<file path="config.mk">
export PLATFORM = sky130hd
export DESIGN_NAME = mem_arbiter
export DESIGN_NICKNAME = d
export VERILOG_FILES = /design/src/rtl/riscv_pkg.sv /design/src/rtl/mem_arbiter.sv
export SDC_FILE = /design/constraint.sdc
export NUM_CORES = 1
export LEC_CHECK = 0
export BUFFER_PORTS_ARGS = -buffer_cell sky130_fd_sc_hd__buf_2
export CAP_MARGIN = 20
export CORE_MARGIN = 10
export CORE_UTILIZATION = 33
export CTS_CLUSTER_DIAMETER = 80
export CTS_CLUSTER_SIZE = 25
export DETAILED_ROUTE_END_ITERATION = 12
export PLACE_DENSITY = 0.82
export SLEW_MARGIN = 20
export SYNTH_ARGS = -nofsm -noshare
export SYNTH_HDL_FRONTEND = slang
export SYNTH_SLANG_ARGS = --single-unit
</file>
<file path="constraint.sdc">
create_clock -name clk_i -period 1.7 [get_ports clk_i]
set_input_delay 0.34 -clock clk_i [delete_from_list [all_inputs] [get_ports clk_i]]
set_output_delay 0.34 -clock clk_i [all_outputs]
set_load 0.05 [all_outputs]
</file>
<file path="src/rtl/riscv_pkg.sv">
// Core-wide widths shared by the memory subsystem.
package riscv_pkg;
  localparam int unsigned addr_p       = 8;
  localparam int unsigned data_width_p = 32;
endpackage

</file>
<file path="src/rtl/mem_arbiter.sv">
// Shares the single-port synchronous memory between the IF and DM requesters.
// Conflicts alternate round-robin; read data returns one cycle after grant, tagged by port.
module mem_arbiter
  import riscv_pkg::*;
(
  input  logic                    clk_i,
  input  logic                    rstn_i,
  input  logic                    if_req_i,
  input  logic [addr_p-1:0]       if_addr_i,
  output logic                    if_gnt_o,
  output logic                    if_rvalid_o,
  output logic [data_width_p-1:0] if_rdata_o,
  input  logic                    dm_req_i,
  input  logic                    dm_we_i,
  input  logic [addr_p-1:0]       dm_addr_i,
  input  logic [data_width_p-1:0] dm_wdata_i,
  output logic                    dm_gnt_o,
  output logic                    dm_rvalid_o,
  output logic [data_width_p-1:0] dm_rdata_o,
  output logic [addr_p-1:0]       mem_addr_o,
  output logic                    mem_wr_en_o,
  output logic                    mem_rd_en_o,
  output logic [data_width_p-1:0] mem_data_o,
  input  logic [data_width_p-1:0] mem_rdata_i,
  output logic [15:0]             conflict_cnt_o
);

  logic        both_req;
  logic        if_gnt, dm_gnt, dm_store;
  logic        last_gnt_q, last_gnt_d;
  logic        if_pend_q, dm_pend_q;
  logic [15:0] conflict_cnt_q, conflict_cnt_d;

  assign both_req = if_req_i & dm_req_i;

  always_comb begin
    if_gnt     = 1'b0;
    dm_gnt     = 1'b0;
    last_gnt_d = last_gnt_q;
    if (rstn_i) begin
      if (both_req) begin
        // last_gnt_q: 0 = IF, 1 = DM; a conflict goes to the other port.
        if_gnt     = last_gnt_q;
        dm_gnt     = ~last_gnt_q;
        last_gnt_d = ~last_gnt_q;
      end else begin
        if_gnt = if_req_i;
        dm_gnt = dm_req_i;
      end
    end
  end

  assign dm_store = dm_gnt & dm_we_i;

  always_comb begin
    mem_addr_o  = '0;
    mem_data_o  = '0;
    mem_rd_en_o = 1'b0;
    mem_wr_en_o = 1'b0;
    if (if_gnt) begin
      mem_addr_o  = if_addr_i;
      mem_rd_en_o = 1'b1;
    end else if (dm_gnt) begin
      mem_addr_o  = dm_addr_i;
      mem_rd_en_o = ~dm_we_i;
      mem_wr_en_o = dm_we_i;
      mem_data_o  = dm_store ? dm_wdata_i : '0;
    end
  end

  assign conflict_cnt_d = (both_req && (conflict_cnt_q != 16'hFFFF)) ?
                          conflict_cnt_q + 16'd1 : conflict_cnt_q;

  always_ff @(posedge clk_i or negedge rstn_i) begin
    if (!rstn_i) begin
      last_gnt_q     <= 1'b0;
      if_pend_q      <= 1'b0;
      dm_pend_q      <= 1'b0;
      conflict_cnt_q <= '0;
    end else begin
      last_gnt_q     <= last_gnt_d;
      if_pend_q      <= if_gnt;
      dm_pend_q      <= dm_gnt & ~dm_we_i;
      conflict_cnt_q <= conflict_cnt_d;
    end
  end

  assign if_gnt_o       = if_gnt;
  assign dm_gnt_o       = dm_gnt;
  assign if_rvalid_o    = if_pend_q;
  assign dm_rvalid_o    = dm_pend_q;
  assign if_rdata_o     = if_pend_q ? mem_rdata_i : '0;
  assign dm_rdata_o     = dm_pend_q ? mem_rdata_i : '0;
  assign conflict_cnt_o = conflict_cnt_q;

endmodule
</file>
### After elaboration in Yosys (flattened, before gate mapping)

Index checks and enable logic that the tools add are counted.
W data, S select, Z words.

| cells by class | value |
|---|---|
| equal/unequal tests | 1 |
| reduce and logical (&&, ||, !) cells | 2 |
| bitwise gates (word level) | 5 |
| add/sub/neg operators | 1 |
| multiplexer cells | 15 |

Operators with widths:

| kind | number |
|---|---|
| $mux W32 | 5 |
| $add A16 B1 Y16 const B | 1 |
| $mux W8 | 2 |
| $ne A16 B16 Y1 const B | 1 |
| $mux W1 | 8 |
| $and A1 B1 Y1 | 3 |
| $not A1 Y1 | 2 |
| $reduce_and A2 Y1 | 1 |
| $logic_and A1 B1 Y1 | 1 |

| word-level totals | value |
|---|---|
| flip-flop bits (word level) | 19 |
| output and inout bits | 126 |

### Logic depth before layout (Yosys ltp)

Gate-level depths: netlist of the first run.

| depth | value |
|---|---|
| word-level depth | 7 |
| gate-level depth with buffers | 5 |
| depth with buffers taken out | 5 |

### Worst setup path after synthesis of the first run

Ideal clock, no wire load.

| path | value |
|---|---|
| path kind | input -> output |
| from | input dm_req_i |
| to | output mem_addr_o[0] |
| data arrival time | 2.207 ns |
| stages | 3 |
| required time | 1.360 ns |
| slack | -0.847 ns |
| buffers on the path | 1 |
| path through | clkbuf_2 > a21oi_1 > a22o_1 |

| on the way | value |
|---|---|
| elaborated cells on any way between the ends | 7 |

RTL lines:

| item | line | RTL |
|---|---|---|
| from (decl) | mem_arbiter.sv:13 | `input logic dm_req_i,` |
| $and A1 B1 Y1 | mem_arbiter.sv:34 | `assign both_req = if_req_i & dm_req_i;` |
| $mux W1 | mem_arbiter.sv:41 | `if (both_req) begin` |
| $mux W1 | mem_arbiter.sv:40 | `if (rstn_i) begin` |
| net if_gnt_o | mem_arbiter.sv:10 | `output logic if_gnt_o,` |
| $mux W8 | mem_arbiter.sv:60 | `if (if_gnt) begin` |
| to (decl) | mem_arbiter.sv:20 | `output logic [addr_p-1:0] mem_addr_o,` |

The timed path passes the listed nets, and every way through them passes these cells.

### Final worst setup path of the first run

| path | value |
|---|---|
| from | register last_gnt_q |
| to | output mem_addr_o[5] |

| on the way | value |
|---|---|
| word-level cells in the longest chain between the ends | 5 |
| elaborated cells on any way between the ends | 7 |

RTL lines:

| item | line | RTL |
|---|---|---|
| from (decl) | mem_arbiter.sv:30 | `logic last_gnt_q, last_gnt_d;` |
| from (signal assigned) | mem_arbiter.sv:81 | `last_gnt_q <= last_gnt_d;` |
| $not A1 Y1 | mem_arbiter.sv:44 | `dm_gnt = ~last_gnt_q;` |
| $mux W1 | mem_arbiter.sv:41 |  |
| $mux W1 | mem_arbiter.sv:40 |  |
| $mux W8 | mem_arbiter.sv:63 | `end else if (dm_gnt) begin` |
| $mux W8 * | mem_arbiter.sv:60 |  |

Mark *: on every way between the ends. The rest lies on a longest branch, timed or not.

==> results.toml, run 1 <==
[placement]
routabilityCongestion = 0.832
placed_cell_area_um2 = 3030
io_buffers = 210
hpwl_mm = 7.09
pre_cts_ws_ps = -20.6

[cts]
cts_max_path_buffers = 2
insertion_delay_ps = 260
cts_buffers = 3
clk_pin_slew_worst_paths_ps = 70
clock_sinks = 19
ctsHoldBuffers = 0
htreeDepth = 1
cts_tree = "built"
clockRootBuffer = "clkbuf_8"

[global_route]
grt-ovfl-total = 0
grt_pass1_wl_mm = 13.4
grtUsageTotal_pct = 19.3
grt_max_degree = 35
grt_pass1_vias = 2547
antenna_found_initial = 0

[pwr]
intPower_mw = 1.33
leakagePower_nw = 2.04
power_density_nw_per_um2 = 778
power_frac_seq_pct = 23.8
p_comb_share_pct = 64.7
clkPwrFrac_pct = 11.5
power.share.switching_pct = 52.3
irDropWorstVdd_mv = 0.878
switchingPower_mw = 1.45

[synthesis]
avgSynthCellArea_um2 = 8.03
ys_async_sr_fraction_pct = 100
synth_fp_nets = 296
synthMuxAreaShare_pct = 1.34
synthXorXnorAreaFrac_pct = 7.28
ys_seq_area_share_pct = 28.2
synth_fa_ha_area_share_pct = 0.742
synth_top_family_by_area = "simple AND/OR/NAND/NOR gates"
yosysWarnings = 0
synth_simple_gate_area_share_pct = 52.6
synth_area_um2 = 1690
yosys.area.top_type = "dfrtp_1"
synth-main-ff-cell = "dfrtp_1"
synth_area_leaders = "dfrtp_1 (28%), and2_1 (24%), and3_1 (12%)"
synth_edf_count = 0
synth_top_area_share_pct = 28.2
synth-seq-cells = 19
synth_compound_area_share_pct = 6.01
netlist_instances = 210
synth_cell_type_count = 30

[critical_path]
crit_fanout = 10
critPathLaunchType = "register"
path_class = "reg2out"
cp_slowest_cell = "dfrtp_1"
end_kind = "primary output"
cp_num_buf_inv = 3
worst_ep_arrival_time_ps = 1530
max_stage_delay_ps = 430
required_ps = 1360
path_delay_family = "buffers and inverters"
crit_chain = "a21oi_4 > buf_4 > clkbuf_16 > a22o_2 > buf_12"

[outcome]
status = "finished, violations left"
failed_checks = "negative setup slack"

[timing]
period_share_pct = 110
finClkSkew_ps = 4.05
tightest_slew_ps = 498
rsz0062_at_grt = "yes"
setup_ws_ps = -165
max_slew_margin_pct = 66.8
setup-violations-final = 43
period_needed_ps = 1870
slew_viol_final = 0
finalHoldViolCount = 0
fmax_mhz = 536

[die]
pin_count = 211
rows = 25
die_h_um = 91.5
core_area_um2 = 4850
fp.dieArea_um2 = 8370
die_w_um = 91.5
start_util_pct = 34.8

[drt]
firstDrtPassIters = 4
vias_per_cell = 4.76
postRouteWirelength_mm = 9.38
drc = 0
wl_per_cell_um = 18.6
drtIter0Drc = 83
antenna_left = 0
num_vias = 2399

[final_layout]
layout_common_cells = "buf_2 (163), and2_1 (64), buf_6 (27)"
area_growth_pct = 112
final_nets = 524
antenna_cells = 0
drive_gt1_share_pct = 70.5
final_common_cell = "buf_2"
final_area_um2 = 3570
layout.area.seq_um2 = 494
multi_input_area_um2 = 1280
fillCellCount = 344

[run]
maxCapViolCount = 0

[worst_hold_path]
min_path_type = "in2async"
timing repair:
item,4_1_cts,5_1_grt
pin swaps,2,4
setup endpoints to repair,44,50
resized for setup,87,34
buffers inserted,3,5
gates cloned,1,1
worst paths after layout:
| check | slack, ps | depth (start not counted) | startpoint | to |
|---|---|---|---|---|
| setup reg to reg | 70 | 6 | conflict_cnt_o[0] | conflict_cnt_o[13] |
| setup / recovery | -170 | 5 | last_gnt_q | mem_addr_o[5] |
| hold reg to reg | 510 | 1 | conflict_cnt_o[4] | conflict_cnt_o[4] |
| hold / removal | 40 | 2 | rstn_i | conflict_cnt_o[11] |
| max in group asynchronous | 1490 | 2 | rstn_i | conflict_cnt_o[0] |
| min in group clk_i | 510 | 1 | conflict_cnt_o[4] | conflict_cnt_o[4] |
cell families (layout without fill, tap and decap cells):
group           after synthesis  in the layout
simple gates                145            145
flops                        19             19
buf+inv                      17            244
xor+xnor                     14             14
compound gates               12             12
mux                           2              2
fa+ha+maj                     1              1
cell type report:
type | count | share of cell area (%)
flip-flops and latches | 19 | 13.8
multi-input cells | 174 | 35.8
clock buffers | 3 | 1.16
inverters | 3 | 0.315
clock inverters | 1 | 0.140
well taps | 67 | 2.35
repair buffers | 237 | 46.4
power by group through the flow:
stage	logic (mW)	registers [mW]	clock network, mW
after floorplan	0.827	0.922	0
after global placement	1.54	0.662	0
after detailed placement	1.57	0.666	0
after CTS	1.68	0.665	0.325
after global routing	1.89	0.680	0.346
final	1.80	0.661	0.320
per-layer routing:
layer,part of all wire [%],vias up,GRT usage (%)
met5,0,-,0
met4,0.82,0,3.66
met3,13,8,10.3
met2,53,150,37.1
met1,33,1072,17.6
li1,-,1169,-
state kept, by name (all words and copies together), names as in the netlist:
register	flops
conflict_cnt_o	16
dm_rvalid_o	1
if_rvalid_o	1
last_gnt_q	1
synthesized netlist by cell type, types with 2 or more instances:
cell type / number
nor3_1: 5
nor3b_1: 2
mux2_2: 2
nand2_1: 11
a22o_1: 8
clkbuf_1: 13
and2_1: 65
nand3_1: 5
inv_1: 3
nand4_1: 5
and3_1: 33
nor2_1: 8
dfrtp_1: 19
xnor2_1: 5
or2_2: 2
xor2_1: 9
a21oi_1: 2
stage by stage:
stage	hold WS, ps	power, mW	instances	util, %	setup TNS (ps)
global placement	301	2.20	491	62.5	0
detailed placement	315	2.23	491	62.5	-86.9
finish	44.4	2.78	504	73.7	-5290
CTS	33.1	2.67	499	70.1	-4720
global route	47.9	2.92	504	73.7	-7250
floorplan	44.4	1.75	210	-	-70.7
worst reg2reg max path: cells and delay by family, from the launching register on:
family	cells	cell delay, ps
simple gates	3	620
flops	1	400
fa+ha+maj	1	220
buf+inv	1	150
xor+xnor	1	140
(Power assumes the default switching activity.)
==> inputs of run 2 (changes only) <==
--- a/config.mk
+++ b/config.mk
@@ -13,6 +13,7 @@
 export CTS_CLUSTER_SIZE = 25
 export DETAILED_ROUTE_END_ITERATION = 12
 export PLACE_DENSITY = 0.82
+export REMOVE_ABC_BUFFERS = 1
 export SLEW_MARGIN = 20
 export SYNTH_ARGS = -nofsm -noshare
 export SYNTH_HDL_FRONTEND = slang
==> results.toml, run 2 (synthesis results as in run 1) <==
[outcome]
status = "finished, violations left"
failed_checks = "negative setup slack"

[final_layout]
layout_common_cells = "buf_2 (166), and2_1 (65), buf_6 (36)"
final_common_cell = "buf_2"
area_growth_pct = 108
drive_gt1_share_pct = 59.9
largest_register_ffs = 16
final_area_um2 = 3510
final_nets = 528

[die]
core_area_um2 = 4850
die_h_um = 91.5
die_w_um = 91.5
fp.dieArea_um2 = 8370
start_util_pct = 34.8
pin_count = 211
rows = 25

[critical_path]
r2r_slack_ps = 70
path_delay_family = "buffers and inverters"
critPathLaunchType = "register"
r2r.worst_path.cells = 6
crit_fanout = 11
end_kind = "primary output"
cp_slowest_cell = "dfrtp_1"
worst_ep_arrival_time_ps = 1500
crit_chain = "a21oi_4 > buf_4 > buf_16 > and3_1 > buf_6"
path_class = "reg2out"
timing.rr.end = "conflict_cnt_o[13]"
required_ps = 1360
max_stage_delay_ps = 440
cp_num_buf_inv = 3
rr_startpoint = "conflict_cnt_o[1]"
startpoint = "last_gnt_q"

[cts]
clk_pin_slew_worst_paths_ps = 70
clock_sinks = 19
cts_max_path_buffers = 2
insertion_delay_ps = 260
cts_buffers = 3
htreeDepth = 1
clockRootBuffer = "clkbuf_8"
cts_tree = "built"

[drt]
vias_per_cell = 4.91
firstDrtPassIters = 4
drtIter0Drc = 109
wl_per_cell_um = 19.9
num_vias = 2498
postRouteWirelength_mm = 10.1
antenna_left = 0
drc = 0

[pwr]
power_frac_seq_pct = 23.7
clkPwrFrac_pct = 11.6
power.share.switching_pct = 52.4
p_comb_share_pct = 64.7
power_density_nw_per_um2 = 778
intPower_mw = 1.30
irDropWorstVdd_mv = 1.01
leakagePower_nw = 2.10
switchingPower_mw = 1.43

[placement]
placed_cell_area_um2 = 2980
hpwl_mm = 7.72
pre_cts_ws_ps = 20.0
io_buffers = 210
routabilityCongestion = 0.896

[global_route]
grt_pass1_wl_mm = 14.2
grt_pass1_vias = 2546
grt_max_degree = 34
antenna_found_initial = 1
grtUsageTotal_pct = 20.7
grt-ovfl-total = 0

[timing]
setup_ws_ps = -140
whs_ps = 65.0
fmax_mhz = 543
rsz0062_at_grt = "yes"
period_share_pct = 108
finalHoldViolCount = 0
tightest_slew_ps = 424
slew_viol_final = 0
period_needed_ps = 1840
setup-violations-final = 42
finClkSkew_ps = 3.42
max_slew_margin_pct = 71.5

[run]
maxCapViolCount = 0

[worst_hold_path]
min_path_type = "in2async"
## run 2: worst max-delay path by stage
| stage | end | slack (ps) | cells after the start |
|---|---|---|---|
| final | mem_data_o[2] | -140 | 5 |
| after global routing | mem_data_o[14] | -170 | 5 |
| after CTS | mem_data_o[14] | -100 | 5 |
| after detailed placement | mem_data_o[14] | 20 | 6 |
| after global placement | mem_data_o[14] | 40 | 6 |
| after floorplan | mem_data_o[0] | -1520 | 2 |
## run 2: worst register-to-register path, cell delays in order, from the launching register on
cell and delay (ps):
dfrtp_1 390, ha_2 210, nand3_1 90, nor4_1 60
buf_4 160, or4_4 480, xnor2_1 130
## run 2: power by group through the flow
stage / Combinational, mW / Clock [mW] / Sequential (mW)
2_1_floorplan: 0.763 / 0 / 0.916
3_3_place_gp: 1.55 / 0 / 0.641
3_5_place_dp: 1.57 / 0 / 0.646
4_1_cts: 1.71 / 0.315 / 0.642
5_1_grt: 1.86 / 0.331 / 0.664
6_report: 1.76 / 0.317 / 0.647
## run 2: stage by stage
stage	util (%)	setup TNS, ps	total power [mW]	instances
after floorplan	-	-71170	1.68	196
after global placement	61.5	0	2.19	496
after detailed placement	61.5	0	2.22	496
after CTS	69.5	-3560	2.66	504
after global routing	72.3	-6340	2.86	509
final	72.3	-4770	2.73	509
## run 2: layout make-up
type	count	area [um2]
antenna	1	2.50
clock buffer	4	45.0
fill	341	1340
inverter	3	11.3
multi-input combinational	174	1230
sequential	19	477
tap	67	83.8
timing repair buffer	241	1660
## run 2: per-layer routing
layer  track usage, %  wire length (um)  part of all wire, %  vias up
met5                0                 0                    0        -
met4             7.57               341                  3.4        0
met3             6.34               929                  9.2       23
met2             39.5              5410                   54      150
met1             20.4              3420                   34     1145
li1                 -                 -                    -     1180
## run 2: what timing repair did
item | 4_1_cts | 5_1_grt
pin swaps | 0 | 3
endpoints found under the setup margin | 44 | 50
cloned | 1 | 1
setup buffers | 2 | 3
gates resized for setup | 91 | 19
hold buffers | 1 | 0
hold endpoints to repair | 3 | 0
==> inputs of run 3 (changes only) <==
--- a/config.mk
+++ b/config.mk
@@ -9,9 +9,11 @@
 export CAP_MARGIN = 20
 export CORE_MARGIN = 10
 export CORE_UTILIZATION = 33
+export CTS_BUF_LIST = sky130_fd_sc_hd__clkbuf_8 sky130_fd_sc_hd__clkbuf_16
 export CTS_CLUSTER_DIAMETER = 80
 export CTS_CLUSTER_SIZE = 25
 export DETAILED_ROUTE_END_ITERATION = 12
+export GPL_TIMING_DRIVEN = 0
 export PLACE_DENSITY = 0.82
 export REMOVE_ABC_BUFFERS = 1
 export SLEW_MARGIN = 20
==> results.toml, run 3 (synthesis results as in run 1) <==
[die]
pin_count = 211
die_h_um = 91.5
fp.dieArea_um2 = 8370
start_util_pct = 34.8
core_area_um2 = 4850
rows = 25
die_w_um = 91.5

[global_route]
grt_pass1_vias = 2447
grt_pass1_wl_mm = 14.4
antenna_found_initial = 0
grtUsageTotal_pct = 21.0
grt_max_degree = 35
grt-ovfl-total = 0

[run]
maxCapViolCount = 0

[timing]
finalHoldViolCount = 0
period_share_pct = 110
setup-violations-final = 43
slew_viol_final = 0
finClkSkew_ps = 5.63
setup_ws_ps = -167
period_needed_ps = 1870
tightest_slew_ps = 844
whs_ps = 380
rsz0062_at_grt = "yes"
max_slew_margin_pct = 43.6
fmax_mhz = 536

[critical_path]
rr_startpoint = "conflict_cnt_o[13]"
required_ps = 1360
r2r.worst_path.cells = 4
critPathLaunchType = "register"
worst_ep_arrival_time_ps = 1530
r2r_slack_ps = 60
end_kind = "primary output"
crit_fanout = 6
timing.rr.end = "conflict_cnt_o[13]"
path_class = "reg2out"

[cts]
clk_pin_slew_worst_paths_ps = 70
cts_buffers = 3
htreeDepth = 1
clock_sinks = 19
cts_tree = "built"
insertion_delay_ps = 250
cts_max_path_buffers = 2
clockRootBuffer = "clkbuf_8"

[pwr]
leakagePower_nw = 2.04
irDropWorstVdd_mv = 1.26
power_density_nw_per_um2 = 807
p_total_mw = 2.82

[worst_hold_path]
worstHoldStart = "rstn_i"
hold_end = "last_gnt_q"
hold_depth = 3
min_path_type = "in2reg"

[drt]
vias_per_cell = 4.95
postRouteWirelength_mm = 10.1
num_vias = 2482
antenna_left = 0
firstDrtPassIters = 4
drtIter0Drc = 118
drc = 0
wl_per_cell_um = 20.2

[final_layout]
antenna_cells = 0
multi_input_area_um2 = 1330
layout_common_cells = "buf_2 (163), and2_1 (65), buf_6 (47)"
layout.area.seq_um2 = 490
drive_gt1_share_pct = 60.6
final_nets = 521
area_growth_pct = 107
final_common_cell = "buf_2"
largest_register_ffs = 16
fillCellCount = 364

[placement]
io_buffers = 210
routabilityCongestion = 0.897
hpwl_mm = 7.22

[outcome]
status = "finished, violations left"
failed_checks = "negative setup slack"
-- run 3: what timing repair did --
action,in CTS,in global routing
endpoints found under the hold margin,19,0
pin swaps,4,12
setup buffers,8,9
resized for setup,106,27
setup endpoints to repair,115,88
cloned,5,1
hold buffers,1,0
-- run 3: layout make-up --
cell class              count  share of cell area, %
well taps                  67                   2.40
clock buffers               3                   1.18
flip-flops and latches     19                   14.1
multi-input cells         180                   38.1
inverters                   3                  0.323
repair buffers            228                   43.8
clock inverters             1                  0.108
-- run 3: report_power, final --
group	switching, mW	leakage [nW]	internal [mW]	total [mW]
Combinational	1.21	1.79	0.596	1.81
Sequential	0.154	0.230	0.549	0.703
Clock	0.145	0.0269	0.160	0.306
-- run 3: worst max path at each step --
stage,startpoint,endpoint,slack (ps),depth (start not counted)
6_report,last_gnt_q,mem_data_o[11],-170,4
3_5_place_dp,rstn_i,mem_rd_en_o,-850,6
2_1_floorplan,last_gnt_q,mem_data_o[0],-1520,2
3_3_place_gp,rstn_i,mem_rd_en_o,-1750,6
4_1_cts,last_gnt_q,mem_data_o[2],-140,4
5_1_grt,last_gnt_q,mem_data_o[20],-230,4
-- run 3: routing by layer --
layer	track usage, %	share of wire, %
met4	5.74	3.0
met2	39.8	52
met5	0	0
met1	22.3	36
met3	5.19	8.9
-- run 3: per-stage QoR --
stage / setup TNS, ps / std cells / cell area (um2) / setup WS (ps) / utilization (%)
after detailed placement: -30760 / 473 / 2780 / -850 / 57.3
after floorplan: -71170 / 196 / 1630 / -1520 / -
after CTS: -3590 / 491 / 3320 / -144 / 68.4
after global placement: -71050 / 473 / 2770 / -1750 / 57.1
final: -4790 / 501 / 3490 / -167 / 72.0
after global routing: -7440 / 501 / 3490 / -230 / 72.0
-- run 3: worst max-delay path, cell delays in order (launching register included) --
cell	delay [ps]
dfrtp_2	470
buf_12	170
a21oi_4	240
and3_1	220
buf_6	170
